===== src/rtl/target_pkg.sv =====
// Shared definitions for the target game controller and its helpers.
// The defaults below are also reused by the score converter bench.
package target_pkg;

    typedef enum logic [1:0] {
        IDLE = 2'd0,
        PLAY = 2'd1,
        OVER = 2'd2
    } game_state_e;

    // Fibonacci taps 16,14,13,11 expressed as bit positions 15,13,12,10
    localparam logic [15:0] LFSR_TAPS = 16'hB400;

    localparam int DEFAULT_HIT_POINTS = 250;
    localparam int DEFAULT_DEBOUNCE   = 4;

    function automatic logic lfsr_feedback(input logic [15:0] value);
        return ^(value & LFSR_TAPS);
    endfunction

endpackage


===== src/rtl/sensor_debounce.sv =====
// One photodiode channel: two-flop synchroniser, debounce filter and a
// registered strobe for a filtered 1->0 transition.
module sensor_debounce
    import target_pkg::*;
#(
    parameter int DEBOUNCE = DEFAULT_DEBOUNCE
) (
    input  logic clock,
    input  logic reset,
    input  logic raw_n,
    output logic fall
);
    localparam int CW = (DEBOUNCE > 1) ? $clog2(DEBOUNCE + 1) : 1;
    localparam logic [CW-1:0] CNT_LAST = CW'(DEBOUNCE - 1);

    logic          sync1_q;
    logic          sync2_q;
    logic          filt_q;
    logic          filt_d;
    logic          filt_dly_q;
    logic [CW-1:0] cnt_q;
    logic [CW-1:0] cnt_d;
    logic          fall_q;
    logic          fall_d;

    // Only an unbroken run of disagreeing samples moves the filtered level
    always_comb begin
        filt_d = filt_q;
        cnt_d  = '0;
        if (sync2_q != filt_q) begin
            if (cnt_q == CNT_LAST) begin
                filt_d = sync2_q;
            end else begin
                cnt_d = cnt_q + 1'b1;
            end
        end
        fall_d = filt_dly_q & ~filt_q;
    end

    always_ff @(posedge clock) begin
        if (reset) begin
            sync1_q    <= 1'b1;
            sync2_q    <= 1'b1;
            filt_q     <= 1'b1;
            filt_dly_q <= 1'b1;
            cnt_q      <= '0;
            fall_q     <= 1'b0;
        end else begin
            sync1_q    <= raw_n;
            sync2_q    <= sync1_q;
            filt_q     <= filt_d;
            filt_dly_q <= filt_q;
            cnt_q      <= cnt_d;
            fall_q     <= fall_d;
        end
    end

    assign fall = fall_q;

endmodule


===== src/rtl/target_game_ctrl.sv =====
// Photo-sensor target game: keeps NUM_TARGETS distinct pseudo-random targets
// lit, scores debounced hits, counts timeouts as misses and ends the round.
module target_game_ctrl
    import target_pkg::*;
#(
    parameter int          NUM_SENSORS   = 10,
    parameter int          NUM_TARGETS   = 2,
    parameter int          IDX_W         = 4,
    parameter int          SCORE_W       = 32,
    parameter int          HIT_POINTS    = DEFAULT_HIT_POINTS,
    parameter int          DEBOUNCE      = DEFAULT_DEBOUNCE,
    parameter int unsigned TARGET_CYCLES = 50_000_000,
    parameter int unsigned GAME_CYCLES   = 1_500_000_000,
    parameter logic [15:0] SEED          = 16'hACE1
) (
    input  logic                         clock,
    input  logic                         reset,
    input  logic                         start,
    input  logic [NUM_SENSORS-1:0]       photo_array,
    output logic [NUM_TARGETS*IDX_W-1:0] target_idx,
    output logic [NUM_TARGETS-1:0]       target_valid,
    output logic [SCORE_W-1:0]           score,
    output logic [15:0]                  miss_count,
    output logic [NUM_TARGETS-1:0]       hit_pulse,
    output logic                         game_over
);
    localparam int TW = (TARGET_CYCLES > 1) ? $clog2(TARGET_CYCLES) : 1;
    localparam int GW = (GAME_CYCLES > 1) ? $clog2(GAME_CYCLES) : 1;
    localparam logic [TW-1:0]    SLOT_LAST = TW'(TARGET_CYCLES - 1);
    localparam logic [GW-1:0]    GAME_LAST = GW'(GAME_CYCLES - 1);
    localparam logic [IDX_W-1:0] IDX_LAST  = IDX_W'(NUM_SENSORS - 1);

    game_state_e         state_q, state_d;
    logic [15:0]         lfsr_q, lfsr_d;
    logic [SCORE_W-1:0]  score_q, score_d;
    logic [15:0]         miss_q, miss_d;
    logic [NUM_TARGETS-1:0] hit_q, hit_d;
    logic [NUM_TARGETS-1:0] valid_q, valid_d;
    logic [IDX_W-1:0]    idx_q [NUM_TARGETS];
    logic [IDX_W-1:0]    idx_d [NUM_TARGETS];
    logic [TW-1:0]       slot_tmr_q [NUM_TARGETS];
    logic [TW-1:0]       slot_tmr_d [NUM_TARGETS];
    logic [GW-1:0]       game_tmr_q, game_tmr_d;

    logic [NUM_SENSORS-1:0]  fall;
    logic [(2**IDX_W)-1:0]   fall_pad;
    logic [IDX_W-1:0]        candidate;
    logic [NUM_TARGETS-1:0]  hit_mask;
    logic [NUM_TARGETS-1:0]  miss_mask;
    logic [NUM_TARGETS-1:0]  assign_mask;
    logic                    enter_play;
    int                      hit_cnt;
    int                      miss_cnt;
    logic [SCORE_W:0]        score_sum;
    logic [16:0]             miss_sum;
    logic [IDX_W-1:0]        cand;
    logic                    clash;

    for (genvar s = 0; s < NUM_SENSORS; s++) begin : g_sensor
        sensor_debounce #(
            .DEBOUNCE (DEBOUNCE)
        ) u_debounce (
            .clock (clock),
            .reset (reset),
            .raw_n (photo_array[s]),
            .fall  (fall[s])
        );
    end

    // Padding lets any IDX_W-wide index address the fall vector safely
    always_comb begin
        fall_pad                  = '0;
        fall_pad[NUM_SENSORS-1:0] = fall;
    end

    assign candidate = IDX_W'({16'd0, lfsr_q} % NUM_SENSORS);

    always_comb begin
        state_d     = state_q;
        lfsr_d      = {lfsr_q[14:0], lfsr_feedback(lfsr_q)};
        score_d     = score_q;
        miss_d      = miss_q;
        hit_d       = '0;
        valid_d     = valid_q;
        idx_d       = idx_q;
        slot_tmr_d  = slot_tmr_q;
        game_tmr_d  = game_tmr_q;
        hit_mask    = '0;
        miss_mask   = '0;
        assign_mask = '0;
        enter_play  = 1'b0;
        hit_cnt     = 0;
        miss_cnt    = 0;
        score_sum   = '0;
        miss_sum    = '0;
        cand        = '0;
        clash       = 1'b0;

        unique case (state_q)
            IDLE, OVER: begin
                enter_play = start;
            end
            PLAY: begin
                // A hit in the timeout cycle wins and suppresses the miss
                for (int k = 0; k < NUM_TARGETS; k++) begin
                    if (fall_pad[idx_q[k]]) begin
                        hit_mask[k] = 1'b1;
                        hit_cnt     = hit_cnt + 1;
                    end else if (slot_tmr_q[k] == SLOT_LAST) begin
                        miss_mask[k] = 1'b1;
                        miss_cnt     = miss_cnt + 1;
                    end else begin
                        slot_tmr_d[k] = slot_tmr_q[k] + 1'b1;
                    end
                end

                score_sum = {1'b0, score_q} + (SCORE_W+1)'(hit_cnt * HIT_POINTS);
                score_d   = score_sum[SCORE_W] ? '1 : score_sum[SCORE_W-1:0];
                miss_sum  = {1'b0, miss_q} + 17'(miss_cnt);
                miss_d    = miss_sum[16] ? 16'hFFFF : miss_sum[15:0];

                hit_d       = hit_mask;
                assign_mask = hit_mask | miss_mask;

                if (game_tmr_q == GAME_LAST) begin
                    state_d = OVER;
                    valid_d = '0;
                end else begin
                    game_tmr_d = game_tmr_q + 1'b1;
                end
            end
            default: begin
                state_d = IDLE;
            end
        endcase

        if (enter_play) begin
            state_d     = PLAY;
            score_d     = '0;
            miss_d      = '0;
            game_tmr_d  = '0;
            valid_d     = '1;
            assign_mask = '1;
        end

        // Lower slots settle first; higher slots avoid their fresh indices.
        // A higher slot being replaced this cycle no longer blocks its old index.
        for (int k = 0; k < NUM_TARGETS; k++) begin
            if (assign_mask[k]) begin
                cand = candidate;
                for (int r = 0; r < NUM_TARGETS; r++) begin
                    clash = 1'b0;
                    for (int j = 0; j < NUM_TARGETS; j++) begin
                        if (j < k) begin
                            clash = clash | (idx_d[j] == cand);
                        end else if (j > k && !assign_mask[j]) begin
                            clash = clash | (idx_q[j] == cand);
                        end
                    end
                    if (clash) begin
                        cand = (cand == IDX_LAST) ? '0 : cand + 1'b1;
                    end
                end
                idx_d[k]      = cand;
                slot_tmr_d[k] = '0;
            end
        end
    end

    always_ff @(posedge clock) begin
        if (reset) begin
            state_q    <= IDLE;
            lfsr_q     <= SEED;
            score_q    <= '0;
            miss_q     <= '0;
            hit_q      <= '0;
            valid_q    <= '0;
            game_tmr_q <= '0;
            for (int k = 0; k < NUM_TARGETS; k++) begin
                idx_q[k]      <= '0;
                slot_tmr_q[k] <= '0;
            end
        end else begin
            state_q    <= state_d;
            lfsr_q     <= lfsr_d;
            score_q    <= score_d;
            miss_q     <= miss_d;
            hit_q      <= hit_d;
            valid_q    <= valid_d;
            game_tmr_q <= game_tmr_d;
            idx_q      <= idx_d;
            slot_tmr_q <= slot_tmr_d;
        end
    end

    always_comb begin
        target_idx = '0;
        for (int k = 0; k < NUM_TARGETS; k++) begin
            target_idx[k*IDX_W +: IDX_W] = idx_q[k];
        end
    end

    assign target_valid = valid_q;
    assign score        = score_q;
    assign miss_count   = miss_q;
    assign hit_pulse    = hit_q;
    assign game_over    = (state_q == OVER);

endmodule


===== config.mk =====
export PLATFORM = sky130hd
export DESIGN_NAME = target_game_ctrl
export DESIGN_NICKNAME = d
export VERILOG_FILES = /design/src/rtl/target_pkg.sv /design/src/rtl/sensor_debounce.sv /design/src/rtl/target_game_ctrl.sv
export SDC_FILE = /design/constraint.sdc
export NUM_CORES = 1
export LEC_CHECK = 0
export BUFFER_PORTS_ARGS = -buffer_cell sky130_fd_sc_hd__buf_2
export CORE_ASPECT_RATIO = 2
export CORE_MARGIN = 3
export CORE_UTILIZATION = 40
export CTS_BUF_LIST = sky130_fd_sc_hd__clkbuf_2
export CTS_CLUSTER_SIZE = 40
export DETAILED_ROUTE_END_ITERATION = 12
export HOLD_SLACK_MARGIN = 0.06
export SLEW_MARGIN = 20
export SYNTH_ARGS = -nofsm -noshare
export SYNTH_HDL_FRONTEND = slang
export SYNTH_SLANG_ARGS = --single-unit
export TNS_END_PERCENT = 100

===== constraint.sdc =====
create_clock -name clock -period 11.25 [get_ports clock]
set_input_delay 2.25 -clock clock [delete_from_list [all_inputs] [get_ports clock]]
set_output_delay 2.25 -clock clock [all_outputs]
set_load 0.01 [all_outputs]

[After elaboration in Yosys (flattened, before gate mapping)]
Cells that the tools add are included.
Storage, ports and cells
  word-level logic and storage cells: 255
  bits in latches: 0
  output and inout bits: 61
  bits in read-only memories: 0
  register bits after elaboration: 241
  bits in writable memories: 0
  input bits: 13
  memories: 0
Cells by class
  eq/ne operators: 35
  multipliers: 1
  shifts and indexed selects: 0
  bitwise operators: 38
  reductions and logical operators: 35
  add/sub/neg operators: 20
  order comparisons: 2
  multiplexer cells: 51
  div/mod/pow operators: 1
Operator list (number)
  two-way mux 32 bit: 4
  two-way mux 17 bit: 4
  adder 26 x 1 -> 26 bit, second input constant: 2
  == test 26 bit, second input constant: 2
  two-way mux 4 bit: 10
  adder 32 x 33 -> 33 bit: 1
  adder 32 x 2 -> 32 bit, second input constant: 1
  modulo 16 x 4 -> 32 bit, second input constant: 1
  multiplier 32 x 8 -> 32 bit, second input constant: 1
  adder 31 x 1 -> 31 bit, second input constant: 1
  == test 31 bit, second input constant: 1
  adder 3 x 1 -> 3 bit, second input constant: 10
  == test 3 x 2 -> 1 bit, second input constant: 10
  OR reduction 3 bit: 10
  AND reduction 2 bit: 14
  NOT 1 bit: 27
  two-way mux 1 bit: 23
  adder 16 x 17 -> 17 bit: 1
  adder 17 x 2 -> 17 bit, second input constant: 1
  == test 4 bit: 4
  two-way mux 16 bit: 1
  parity 16 bit: 1
  adder 4 x 1 -> 4 bit, second input constant: 3
  == test 4 bit, second input constant: 3
  15 further kinds: 47

[Logic depth before layout (Yosys ltp)]
  depth in word-level cells: 23
  depth in mapped cells: 44
  mapped depth without buffers: 35

[Modules after synthesis]
Synthesis repeated with hierarchy kept, for this count alone.
Unflattened totals
  cell total of the unflattened synthesis: 1812
  area, all modules: 15108.2 um^2
By module, submodules not included
  target_game_ctrl: cells each 1592, times used 1, area an instance 12443.2 um^2, seq. area each 3203.1 um^2
  sensor_debounce: cells each 22, times used 10, area an instance 266.5 um^2, seq. area each 160.2 um^2

[Least setup slack after synthesis]
Ideal clock, no wire load.
  path type: reg-to-reg
  start point: register lfsr_q[12]
  end point: register idx_q, in the netlist target_idx[4]
  arrival: 10.255 ns
  stages on the path, launching flop included: 42
  setup slack: 0.878 ns
  path through: dfxtp_1 clkbuf_1 inv_1 ha_1 or2_1 buf_2 a21o_4 a31o_4 a221oi_4 nand4_4 mux2_4 or4_1 buf_2 o21a_4 nor4_4 a211o_1 o211ai_1 a311oi_1 (+6 left out) a211o_4 xor2_2 nor4_4 maj3_2 a2111o_4 a21boi_4 mux2i_1 xnor2_2 and3b_1 buf_6 a211o_1 and4_1 buf_2 mux2i_1 a21oi_2 a21oi_2 or3_1 a32o_1
Between the ends
  word-level cells in the longest chain between the ends: 18
  elaborated cells on any way between the ends: 27
  classes of those cells: 3 x add/sub; 1 x div; 7 x eq/ne; 16 x mux
Ends and longest elaborated chain
  from (decl): line target_game_ctrl.sv:34  | logic [15:0] lfsr_q, lfsr_d;
  from (signal assigned): line target_game_ctrl.sv:185  | lfsr_q <= lfsr_d;
  modulo 16 x 4 -> 32 bit (*): line target_game_ctrl.sv:76  | assign candidate = IDX_W'({16'd0, lfsr_q} % NUM_SENSORS);
  branches (longest 16 deep; another with adder 4 x 1 -> 4 bit)
  two-way mux 4 bit (*): line target_game_ctrl.sv:160  | if (clash) begin
  to (signal assigned): line target_game_ctrl.sv:191  | idx_q <= idx_d;
  to (decl): line target_game_ctrl.sv:39  | logic [IDX_W-1:0] idx_q [NUM_TARGETS];
Mark *: on every way between the ends. The select of a mux whose other input is x is not followed.
A chain may end at the register's enable or synchronous reset.

[Final worst setup path]
  start point: register lfsr_q[13]
  end point: register idx_q, in the netlist target_idx[3]
Between the ends
  word-level cells in the longest chain between the ends: 11
  elaborated cells on any way between the ends: 17
  classes of those cells: 2 x add/sub; 1 x div; 4 x eq/ne; 10 x mux
Ends and longest elaborated chain
  modulo 16 x 4 -> 32 bit (*): line target_game_ctrl.sv:76
  branches (longest 3 deep; another with adder 4 x 1 -> 4 bit)
  two-way mux 4 bit (*): line target_game_ctrl.sv:160
  two-way mux 4 bit (*): line target_game_ctrl.sv:149  | if (assign_mask[k]) begin
  branches (longest 3 deep; another with adder 4 x 1 -> 4 bit)
  two-way mux 4 bit (*): line target_game_ctrl.sv:160
  two-way mux 4 bit (*): line target_game_ctrl.sv:149
Marked as above.

==> summary.md <==
| Metric | Value |
|---|---|
| CP endpoint kind | `register` |
| Pre-CTS WS | `-23.4 ps` |
| Hold buffers post-CTS | `0` |
| Post-Layout Cell Count | `roughly 2400` |
| Post-synth top area cell | `dfxtp_1` |
| Placed cells | `between 2000 and 2500` |
| CP Launch Type | `register` |
| Deepest clock path buffer count | `3` |
| Post-Syn Instances | `1734` |
| Initial Utilization | `41.0%` |
| Synth warn | `0` |
| Clk_lat worst skew | `860 ps` |
| Final Cell Area | `16300 sq um` |
| Clock sinks | `240` |
| Hold WS | `around 410 ps` |
| Most used DFF post-synth | `dfxtp_1` |
| Initial antenna violation count | `1` |
| Post-synthesis cell type count | `119` |
| Commonest non-fill, non-tap cell in the layout | `dfxtp_1` |
| Slew @ Worst Pin | `840 ps` |
| DIE HEIGHT | `~270 um` |
| Syn Nets | `~1800` |
| WP data required | `approximately 12000 ps` |
| CTS H-tree lvls | `2` |
| Number of synthesized flops with an enable pin | `0` |
| Seq cells post-synth | `240` |
| DRT iter0 DRCs | `496` |
| FP Rows | `97` |
| Worst path arrival time | `between 10000 and 15000 ps` |
| Routed vias/inst | `~5.6` |
| I/O Buffers | `73` |
| CTS buffer count | `53` |
| Global-route wire length before repair | `roughly 64 mm` |
| Pin count of the biggest net entering global routing | `79` |
| Clock period minus worst slack | `10750 ps` |
| Final-report hold violation count | `0` |
| Post-synth ARST share | `0%` |
| PwrDens | `~160 nW/um^2` |
| Post-synth top area share | `33.2%` |
| Finished Core Util | `between 40% and 50%` |
| Die area | `38600 sq um` |
| DRC viols | `0` |
| Final setup fails | `0` |
| Routability cong. | `between 0.8 and 0.9` |
| Synthesized area | `14500 sq um` |
| Most frequent cells in the layout | `dfxtp_1 (239), nor2_1 (225), nand2_1 (106)` |
| Layout cells sized above 1 | `19.9%` |
| Area post-placement | `15600 sq um` |
| Total GRT Usage | `19.8%` |
| CTS tree | `done` |
| Routed Antenna Nets | `0` |
| Total gr overflow | `0` |
| Slew margin rel. | `43.4%` |
| Die Width | `around 140 um` |
| Period utilization | `about 96%` |
| Slowest-stage cell, CP | `or4_4` |
| CP Class | `reg -> reg` |
| DR vias | `13200` |
| Leak Pwr | `6.42 nW` |
| Final WS setup | `504 ps` |
| Syn Area/Cell | `8.34 sq um` |
| Max-slew violations | `0` |
| Area Growth Syn to Fin | `12.8%` |
| NumNets Final | `about 1900` |
| Number of global-route vias before repair | `13500` |
| Max Clock Freq | `about 0.093 GHz` |
| Register clock-pin slew on the reported worst setup and hold paths | `120 ps` |
| Drt total wl | `roughly 39 mm` |
| Sequential element share of the synthesized area | `33.2%` |
| Fin Clk Skew | `80.4 ps` |
| Status | `finished clean` |
| Post-DP HPWL | `29.5 mm` |
| Overall Power | `2.66 mW` |
| WL per Instance | `16.5 um` |
| Synth top area cells | `dfxtp_1 (33%), nor2_1 (5.9%), xnor2_1 (4.4%), xor2_1 (4.1%), ha_1 (3.7%)` |
| DRT Pass-1 Iters | `5` |
| Core box area | `35300 sq um` |
| Crit-path max FO | `11` |
| Ports | `between 70 and 80` |
| Setup TNS Final | `0 ps` |
| Max-cap violations | `0` |
| Hold Path Class | `reg -> reg` |
| CTS Root Cell | `clkbuf_2` |
| Max VDD drop | `0.0000887 V` |
| Crit path largest cell delay | `600 ps` |
## cells by family after synthesis
logic type	count (synthesis)	synth area share, %
AND/OR/NAND/NOR	751	27.2
AO/OA/AOI/OAI	378	19.7
flip-flops	240	33.2
XOR/XNOR	148	9.41
buffers and inverters	142	3.97
adder cells (fa/ha/maj)	48	4.22
multiplexers	27	2.30
## where the power goes
| part | switching (mW) | internal, mW |
|---|---|---|
| Sequential | 0.0195 | 0.866 |
| Combinational | 0.765 | 0.481 |
| Clock | 0.343 | 0.181 |
| Total | 1.13 | 1.53 |
## path summary, 6_finish.rpt
kind	startpoint	end	slack (ps)	cells after the start
max	lfsr_q[13]	target_idx[3]	500	37
min reg2reg	g_sensor[6].u_debounce.sync1_q	g_sensor[6].u_debounce.sync2_q	410	1
min	g_sensor[6].u_debounce.sync1_q	g_sensor[6].u_debounce.sync2_q	410	1
max reg2reg	lfsr_q[13]	target_idx[3]	500	37
## critical path: cells and delay by family, from the launching register on
kind | cells | cell delay [ps]
AOI/OAI and AO/OA | 18 | 4400
and+or+nand+nor | 12 | 4140
muxes | 2 | 660
DFF | 1 | 400
adders and majority gates | 1 | 370
xor gates and xnor gates | 2 | 370
buffers and inverters | 2 | 340
## final cells by class
cell class | instances | area [sq um]
Antenna cell | 1 | 2.50
Clock buffer | 74 | 370
Clock inverter | 21 | 91.3
Fill cell | 3473 | 19000
Inverter | 76 | 285
Multi-Input combinational cell | 1352 | 9270
Sequential cell | 240 | 4810
Tap cell | 445 | 557
Timing Repair Buffer | 148 | 933
## layer usage
layer	wire length (um)	vias to the layer above	GRT usage, %
li1	-	6547	-
met1	13600	6263	18.0
met2	21800	284	40.0
met3	1140	141	2.47
met4	2430	0	12.3
met5	0	-	0
## sequential cells by signal, summed over array words and instances, names as in the netlist
register / cells
target_idx: 8
g_sensor.u_debounce.fall: 10
g_sensor.u_debounce.filt_q: 10
g_sensor.u_debounce.sync1_q: 10
score: 32
g_sensor.u_debounce.sync2_q: 10
g_sensor.u_debounce.cnt_q: 30
state_q: 2
miss_count: 16
slot_tmr_q: 52
game_tmr_q: 31
lfsr_q: 16
hit_pulse: 2
target_valid: 1
g_sensor.u_debounce.filt_dly_q: 10
## cells in the mapped netlist (6+ instances only)
master / number
inv_1: 71
a21o_1: 14
xor2_1: 68
or3_1: 43
or4_1: 7
o221a_2: 9
o22ai_1: 6
nor4_1: 15
nand2b_1: 20
o21ai_1: 6
o21bai_1: 6
or2_2: 44
dfxtp_1: 240
a21oi_1: 102
nand3_1: 79
buf_2: 9
nor3_1: 42
nor2_1: 226
nor2b_1: 22
o32ai_1: 6
mux2i_1: 19
and4_1: 13
ha_1: 43
nand4_1: 33
a211oi_1: 15
o211ai_1: 16
and2_1: 21
xnor2_1: 73
a31oi_1: 17
nand2_1: 107
clkbuf_1: 48
nor4b_1: 7
and3_1: 33
o211a_1: 6
o21ai_0: 53
a211o_1: 17
## timing repair
item / 4_1_cts / 5_1_grt
resized for setup: 2 / 33
gates cloned: 0 / 0
buffers inserted: 0 / 12
pin swaps: 0 / 13
setup endpoints to repair: 2 / 8
No activity file was read; power rests on OpenSTA's default activity.
